### src/rtl/seq_det_ctrl.sv
//==============================================================================
// Module   : seq_det_ctrl
// Purpose  : Word-level sequencing controller around a serial 1011 detector.
//            Define SEQ_DET_CTRL_NONOV_EN for non-overlapping detection.
// Revision : 1.0 - initial release
//==============================================================================
`default_nettype none

module seq_det_ctrl #(
    parameter int WIDTH = 32,
    parameter int CNT_W = $clog2(WIDTH + 1)
) (
    input  logic             clk,
    input  logic             rst_n,
    input  logic             start,
    input  logic             abort,
    input  logic [WIDTH-1:0] din,
    output logic             busy,
    output logic             done,
    output logic [WIDTH-1:0] dout,
    output logic [CNT_W-1:0] match_cnt,
    output logic [2:0]       det_state
);

    localparam int IDX_W = $clog2(WIDTH);

    typedef enum logic [1:0] {
        C_IDLE = 2'd0,
        C_RUN  = 2'd1,
        C_DONE = 2'd2
    } ctrl_e;

    typedef enum logic [2:0] {
        S0 = 3'd0,
        S1 = 3'd1,
        S2 = 3'd2,
        S3 = 3'd3,
        S4 = 3'd4
    } det_e;

    ctrl_e             ctrl_q, ctrl_d;
    det_e              det_q,  det_d;
    logic [IDX_W-1:0]  idx_q,  idx_d;
    logic [WIDTH-1:0]  din_q,  din_d;
    logic [WIDTH-1:0]  dout_q, dout_d;
    logic [CNT_W-1:0]  cnt_q,  cnt_d;
    logic              w_bit;
    det_e              w_det_nxt;

    function automatic det_e det_next(input det_e s, input logic b);
        det_e n;
        n = S0;
        case (s)
            S0:      n = b ? S1 : S0;
            S1:      n = b ? S1 : S2;
            S2:      n = b ? S3 : S0;
            S3:      n = b ? S4 : S2;
`ifdef SEQ_DET_CTRL_NONOV_EN
            S4:      n = b ? S1 : S0;
`else
            S4:      n = b ? S1 : S2;
`endif
            default: n = S0;
        endcase
        return n;
    endfunction

    always_comb begin
        ctrl_d    = ctrl_q;
        det_d     = det_q;
        idx_d     = idx_q;
        din_d     = din_q;
        dout_d    = dout_q;
        cnt_d     = cnt_q;
        w_bit     = din_q[idx_q];
        w_det_nxt = det_next(det_q, w_bit);

        case (ctrl_q)
            C_IDLE: begin
                // abort outranks start, so a simultaneous request is dropped
                if (start && !abort) begin
                    din_d  = din;
                    dout_d = '0;
                    cnt_d  = '0;
                    det_d  = S0;
                    idx_d  = IDX_W'(WIDTH - 1);
                    ctrl_d = C_RUN;
                end
            end
            C_RUN: begin
                if (abort) begin
                    det_d  = S0;
                    idx_d  = IDX_W'(WIDTH - 1);
                    ctrl_d = C_IDLE;
                end else begin
                    det_d = w_det_nxt;
                    if (w_det_nxt == S4) begin
                        dout_d[idx_q] = 1'b1;
                        cnt_d         = cnt_q + CNT_W'(1);
                    end
                    if (idx_q == '0) begin
                        ctrl_d = C_DONE;
                    end else begin
                        idx_d = idx_q - IDX_W'(1);
                    end
                end
            end
            C_DONE: begin
                ctrl_d = C_IDLE;
            end
            default: begin
                ctrl_d = C_IDLE;
            end
        endcase
    end

    always_ff @(posedge clk or negedge rst_n) begin
        if (!rst_n) begin
            ctrl_q <= C_IDLE;
            det_q  <= S0;
            idx_q  <= IDX_W'(WIDTH - 1);
            din_q  <= '0;
            dout_q <= '0;
            cnt_q  <= '0;
        end else begin
            ctrl_q <= ctrl_d;
            det_q  <= det_d;
            idx_q  <= idx_d;
            din_q  <= din_d;
            dout_q <= dout_d;
            cnt_q  <= cnt_d;
        end
    end

    assign busy      = (ctrl_q != C_IDLE);
    assign done      = (ctrl_q == C_DONE);
    assign dout      = dout_q;
    assign match_cnt = cnt_q;
    assign det_state = det_q;

endmodule

`default_nettype wire

### config.mk
export PLATFORM = sky130hd
export DESIGN_NAME = seq_det_ctrl
export DESIGN_NICKNAME = d
export VERILOG_FILES = /design/src/rtl/seq_det_ctrl.sv
export SDC_FILE = /design/constraint.sdc
export NUM_CORES = 1
export LEC_CHECK = 0
export CORE_MARGIN = 4
export CORE_UTILIZATION = 42
export CTS_BUF_LIST = sky130_fd_sc_hd__clkbuf_16
export CTS_CLUSTER_DIAMETER = 150
export DETAILED_ROUTE_END_ITERATION = 7
export GPL_ROUTABILITY_DRIVEN = 0
export GPL_TIMING_DRIVEN = 0
export PLACE_DENSITY = 0.71
export SYNTH_ARGS = -nofsm -noshare
export SYNTH_HDL_FRONTEND = slang
export SYNTH_SLANG_ARGS = --single-unit
export TNS_END_PERCENT = 5
### constraint.sdc
create_clock -name clk -period 2.9 [get_ports clk]
set_clock_uncertainty 0.15 [all_clocks]
set_input_delay 0.87 -clock clk [delete_from_list [all_inputs] [get_ports clk]]
set_output_delay 0.87 -clock clk [all_outputs]
set_load 0.005 [all_outputs]
==> flow_summary_export.csv, run 1 <==
group,metric,value,unit
synthesis,synth.most_common_cell,"nand2_1",
detailed_routing,vias_per_cell,5.54,
synthesis,synth_edf_count,0,
synthesis,synth_cells,392,
place,dp_slack,-0.368,ns
worst_setup_path,cp_slowest_cell,"or4b_4",
timing,hold_viol_final,0,
synthesis,syn_nets,433,
synthesis,synth_compound_area_share,12.0,%
clocking,h-tree-depth,3,
timing,whs,0.321,ns
layout,fin_nets,524,
worst_setup_path,crit_path_cell_trace,"clkdlybuf4s50_1 -> or3b_1 -> buf_2 -> nor3_4 -> buf_6 -> nand2_1 -> or4b_4 -> mux2i_1",
worst_setup_path,ff2ff_path_depth,9,
global_route,grt_pass1_wl,16.4,mm
min_path,whs_endpoint,"match_cnt[5]",
timing,relSlewSlack,51.3,%
synthesis,synth_cell_type_count,45,
clocking,cts-buffers-inserted,9,
detailed_routing,drc_errors,0,
synthesis,synth_seq_cells,80,
worst_setup_path,arrival,2.93,ns
place,port_buffers,78,
power,internal_power,0.00212,W
timing,finalMaxSlewViolations,0,
global_route,grt_remaining_overflow,0,
worst_setup_path,slowest_delay,0.49,ns
clocking,clk_latency,0.34,ns
power,leakage,2.37,nW
synthesis,synth.yosys.seq_area_share,53.0,%
power,p_clk_share,39.4,%
synthesis,async_flop_share,100,%
synthesis,postSynthAreaPerCell,9.66,µm²
layout,multi_input_area,0.00162,mm²
layout,fillers,769,
synthesis,yosysTopAreaCell,"dfrtp_1",
floorplanning,num_rows,34,
global_route,gr-usage-all-layers,20.0,%
timing,worst_pin_slew,0.729,ns
worst_setup_path,r2r_start,"idx_q[1]",
flow_run,drv_cap,0,
detailed_routing,vias,3301,
timing,finalCritPeriodShare,98.6,%
min_path,holdPathStages,1,
clocking,cts_buffer_depth,2,
place,dpl.hpwl,7.14,mm
synthesis,synth_ff_type,"dfrtp_1",
timing,layout_setup_ws,0.0404,ns
worst_setup_path,rr_endpoint,"dout[29]",
worst_setup_path,crit_fanout,10,
detailed_routing,ant_nets,0,
layout,syn2layout_area_growth,33.5,%
clocking,cts_sinks,80,
clocking,clk_root_buffer_cell,"clkbuf_16",
global_route,grt_max_degree,45,
floorplanning,io_pins,79,
clocking,clkTransAtPathRegs,0.06,ns
worst_setup_path,path_class,"in2reg",
detailed_routing,wl,10.0,mm
layout,drive_above_1_share,10.9,%
detailed_routing,wl_per_cell,16.8,µm
global_route,antenna_found_initial,0,
synthesis,netlist.area_leader.share,49.5,%
synthesis,yosysWarnings,0,
detailed_routing,drtPass1Iterations,4,
synthesis,synthTopCellsByArea,"dfrtp_1, nand2_1, a41oi_1, nor2_1, dfstp_2",
detailed_routing,drt_iter0_markers,206,
timing,setup_viol,0,
floorplanning,start_util,43.2,%
synthesis,yosys.area_share.adder,1.65,%
timing,max_freq,350,MHz
timing,rsz0062_at_grt,"yes",
worst_setup_path,endpoint_kind,"flop",
floorplanning,die_w,103,µm
worst_setup_path,r2r_slack,0.18,ns
synthesis,muxShareOfSynthArea,5.68,%
synthesis,synth_xor_area_share,0,%
synthesis,ys_top_cells_by_count,"nand2_1, dfrtp_1, nor2_1",
synthesis,yosys.area_share.simple,23.2,%
power,power_switching,0.000827,W
clocking,hold_buffers,0,
status,status,"finished, final reports clean",
clocking,cts_tree,"done",
global_route,grt_pass1_vias,3328,
min_path,hold_class,"reg2reg",
power,swShare,28.1,%
layout,n_antenna_cell,0,
power,vdd_drop_max,375,µV
floorplanning,die_h,103,µm
power,p_per_area,582,mW/mm²
power,pwr-share-comb,17.2,%
floorplanning,core,0.00876,mm²
min_path,worstHoldStart,"match_cnt[5]",
floorplanning,fp.dieArea,0.0106,mm²
layout,seqCellArea,0.00201,mm²
worst_setup_path,worst_ep_required_time,2.97,ns
synthesis,syn-cell-area,0.00379,mm²
timing,min_period,2.86,ns
worst_setup_path,start_kind,"input pin",
synthesis,synth_top_family_by_area,"simple AND/OR/NAND/NOR gates",
power,p_seq_share,43.3,%
[through the flow]
stage,util (%),cell area [µm²],power [W],TNS (ns),cells
finish,57.7,5060,0.00295,0,596
global route,57.7,5060,0.00308,-0.0207,596
CTS,57.5,5040,0.00295,0,595
detailed placement,54.0,4730,0.00179,-9.28,579
global placement,53.7,4700,0.00177,-158.94,578
floorplan,-,3790,0.00159,0,392
[layer usage]
layer	global-route usage, %	routed length [µm]	part of all wire, %	vias up
met3	4.33	588	5.9	18
met2	32.3	4950	49	111
met5	0	0	0	-
met1	27.2	4320	43	1622
met4	6.27	173	1.7	0
li1	-	-	-	1550
[power groups by stage]
stage               combinational (W)  clock [W]  sequential [W]
finish                       0.000508    0.00116         0.00128
global route                 0.000560    0.00123         0.00129
CTS                          0.000501    0.00118         0.00128
detailed placement           0.000496          0         0.00130
global placement             0.000484          0         0.00129
floorplan                    0.000319          0         0.00128
[sequential cells by signal (all words and copies together), names as in the netlist]
name,cells
match_cnt,6
ctrl_q,2
dout,32
idx_q,5
det_state,3
din_q,32
[cell usage in the layout, fill, tap and decap left out, drive strengths merged, types with 2 or more instances in the layout]
cell type and n:
nand2 110, clkdlybuf4s50 77, dfrtp 75, nor2 45
clkbuf 24, a41oi 23, buf 16, o21ai 10
a31oi 10, inv 10, a21oi 8, mux2i 8
and3 5, ha 5, dfstp 5, nor3b 5
nor2b 4, nand3 4, mux4 4, mux2 4
nor3 4, nand2b 3, nand4 3, or3b 3
or2 2, or3 2, a22oi 2, and3b 2
a32oi 2
[what timing repair did]
action	4_1_cts	5_1_grt
setup buffers	0	1
gates resized for setup	1	5
pin swaps	0	1
setup endpoints to repair	1	35
[cells by family after synthesis]
kind of cell,count (synthesis)
DFF,80
buffers and inverters,33
muxes,16
adders and majority gates,5
and+or+nand+nor,196
AOI/OAI and AO/OA,62
[worst max-delay path by stage]
stage / slack [ns] / cells past startpoint / endpoint / startpoint
after detailed placement: -0.37 / 8 / match_cnt[4] / abort
after floorplan: 0.25 / 7 / match_cnt[4] / abort
after CTS: 0.01 / 8 / dout[29] / idx_q[1]
after global placement: -1.94 / 1 / dout[25] / rst_n
final: 0.04 / 8 / match_cnt[4] / abort
after global routing: -0.02 / 8 / match_cnt[4] / abort
[cell type report]
type,count,share of cell area [%]
buffer,28,3.17
clock buffer,9,4.45
clock inverter,7,1.61
inverter,5,0.371
multi-input combinational,279,32.0
sequential,80,39.7
tap,108,2.67
timing repair buffer,80,16.1
[worst max-delay path, delay by kind of cell]
family / cells / cell delay, ns
mux: 1 / 0.13
simple gates: 4 / 1.13
buf+inv: 3 / 0.80
Power figures use the tool's default switching activity.
==> run 2, diff against run 1 <==
--- a/config.mk
+++ b/config.mk
@@ -13,6 +13,7 @@
 export GPL_ROUTABILITY_DRIVEN = 0
 export GPL_TIMING_DRIVEN = 0
 export PLACE_DENSITY = 0.71
+export SETUP_SLACK_MARGIN = 0.3
 export SYNTH_ARGS = -nofsm -noshare
 export SYNTH_HDL_FRONTEND = slang
 export SYNTH_SLANG_ARGS = --single-unit
==> run 2 against run 1 <==
  * Via count fell by 0.55%
  * Largest cell class unchanged
  * Critical path type is now reg2reg
  * Sequential power barely moved
  * Combinational power up 4.3%
  * Power is 0.46% higher
  * Critical endpoint unchanged
==> flow_summary_export.csv, run 2 (same netlist as run 1, synthesis figures left out) <==
group,metric,value,unit
place,dp_slack,-0.284,ns
detailed_routing,vias_per_cell,5.49,
timing,finalCritPeriodShare,90.6,%
power,vdd_drop_max,293,µV
timing,relSlewSlack,55.7,%
clocking,clk_latency,0.34,ns
worst_setup_path,arrival,2.70,ns
timing,min_period,2.63,ns
timing,rsz0062_at_grt,"yes",
power,p_per_area,581,mW/mm²
worst_setup_path,crit_fanout,10,
timing,hold_viol_final,0,
timing,worst_pin_slew,0.663,ns
layout,final_cells,598,
layout,syn2layout_area_growth,34.5,%
status,status,"finished, final reports clean",
detailed_routing,drc_errors,0,
detailed_routing,wl,9.99,mm
floorplanning,io_pins,79,
worst_setup_path,endpoint_kind,"flop",
worst_setup_path,ff2ff_path_depth,9,
layout,drive_above_1_share,12.9,%
clocking,hold_buffers,0,
timing,tns,0,ns
clocking,cts_sinks,80,
clocking,clk_root_buffer_cell,"clkbuf_16",
floorplanning,die_w,103,µm
layout,final_common_cell,"nand2_1",
global_route,gr-usage-all-layers,19.4,%
layout,n_antenna_cell,0,
layout,mostFrequentLayoutCells,"nand2_1, clkdlybuf4s50_1, dfrtp_1",
detailed_routing,drt_iter0_markers,151,
detailed_routing,ant_nets,0,
min_path,hold_class,"in2async",
timing,max_freq,381,MHz
place,dpl_cell_area,0.00473,mm²
global_route,grt_pass1_vias,3264,
place,dpl.hpwl,7.12,mm
clocking,cts-buffers-inserted,9,
floorplanning,num_rows,34,
timing,whs,0.284,ns
floorplanning,fp.dieArea,0.0106,mm²
layout,design_area,0.00509,mm²
worst_setup_path,worst_ep_required_time,2.97,ns
layout,fin_nets,526,
worst_setup_path,start_kind,"flop",
power,leakage,2.41,nW
timing,layout_setup_ws,0.272,ns
place,port_buffers,78,
worst_setup_path,r2r_slack,0.27,ns
global_route,grt_max_degree,58,
global_route,antenna_found_initial,0,
timing,finalMaxSlewViolations,0,
layout,seqCellArea,0.00201,mm²
layout,multi_input_area,0.00163,mm²
clocking,cts_buffer_depth,2,
place,dp_cells,579,
global_route,grt_remaining_overflow,0,
worst_setup_path,rr_endpoint,"match_cnt[4]",
worst_setup_path,r2r_start,"idx_q[1]",
floorplanning,core,0.00876,mm²
global_route,grt_pass1_wl,15.9,mm
clocking,cts_tree,"done",
floorplanning,die_h,103,µm
detailed_routing,vias,3283,
detailed_routing,drtPass1Iterations,4,
clocking,clkTransAtPathRegs,0.06,ns
worst_setup_path,path_class,"reg2reg",
floorplanning,start_util,43.2,%
flow_run,drv_cap,0,
layout,fillers,760,
timing,setup_viol,0,
detailed_routing,wl_per_cell,16.7,µm
clocking,h-tree-depth,3,
run 2: area by class of cell:
type	count	area share, %
inverters	5	0.368
flip-flops and latches	80	39.4
clock inverters	7	1.55
multi-input cells	279	32.0
clock buffers	9	4.42
plain buffers	28	3.34
well taps	108	2.65
repair buffers	82	16.2
run 2: repair_timing:
item / 4_1_cts / 5_1_grt
setup endpoints to repair: 35 / 40
resized for setup: 5 / 14
setup buffers: 3 / 0
pin swaps: 1 / 0
run 2: routing by layer:
metal	global-route usage, %	vias to the layer above	share of wire [%]
met5	0	-	0
met4	7.97	0	2.1
met3	3.11	17	6.3
met2	30.8	119	48
met1	26.6	1601	44
li1	-	1546	-
run 2: per-stage QoR:
step                      utilization [%]  total power, W
final                                58.1         0.00296
after global routing                 58.1         0.00307
after CTS                            57.9         0.00295
after detailed placement             54.0         0.00179
after global placement               53.7         0.00177
after floorplan                         -         0.00160
run 2: worst max path at each step:
| stage | startpoint | slack, ns | end |
|---|---|---|---|
| final | idx_q[1] | 0.27 | match_cnt[4] |
| after global routing | idx_q[1] | 0.21 | match_cnt[4] |
| after CTS | start | 0.19 | dout[21] |
| after detailed placement | start | -0.28 | dout[6] |
| after global placement | rst_n | -1.97 | dout[25] |
| after floorplan | abort | 0.32 | match_cnt[4] |
run 2: critical path: stages, from the launching register on:
cell and delay, ns:
dfstp_2 0.55, buf_6 0.15, buf_12 0.14, mux2i_1 0.11
o32ai_2 0.29, a32oi_1 0.12, and4_4 0.22, buf_6 0.13
or4b_4 0.51, mux2i_1 0.13
run 2: where the power goes:
group	leakage (nW)	internal, W	switching [W]
registers	1.05	0.00121	0.0000595
clock network	0.150	0.000676	0.000480
logic	1.21	0.000235	0.000295
total	2.41	0.00212	0.000835
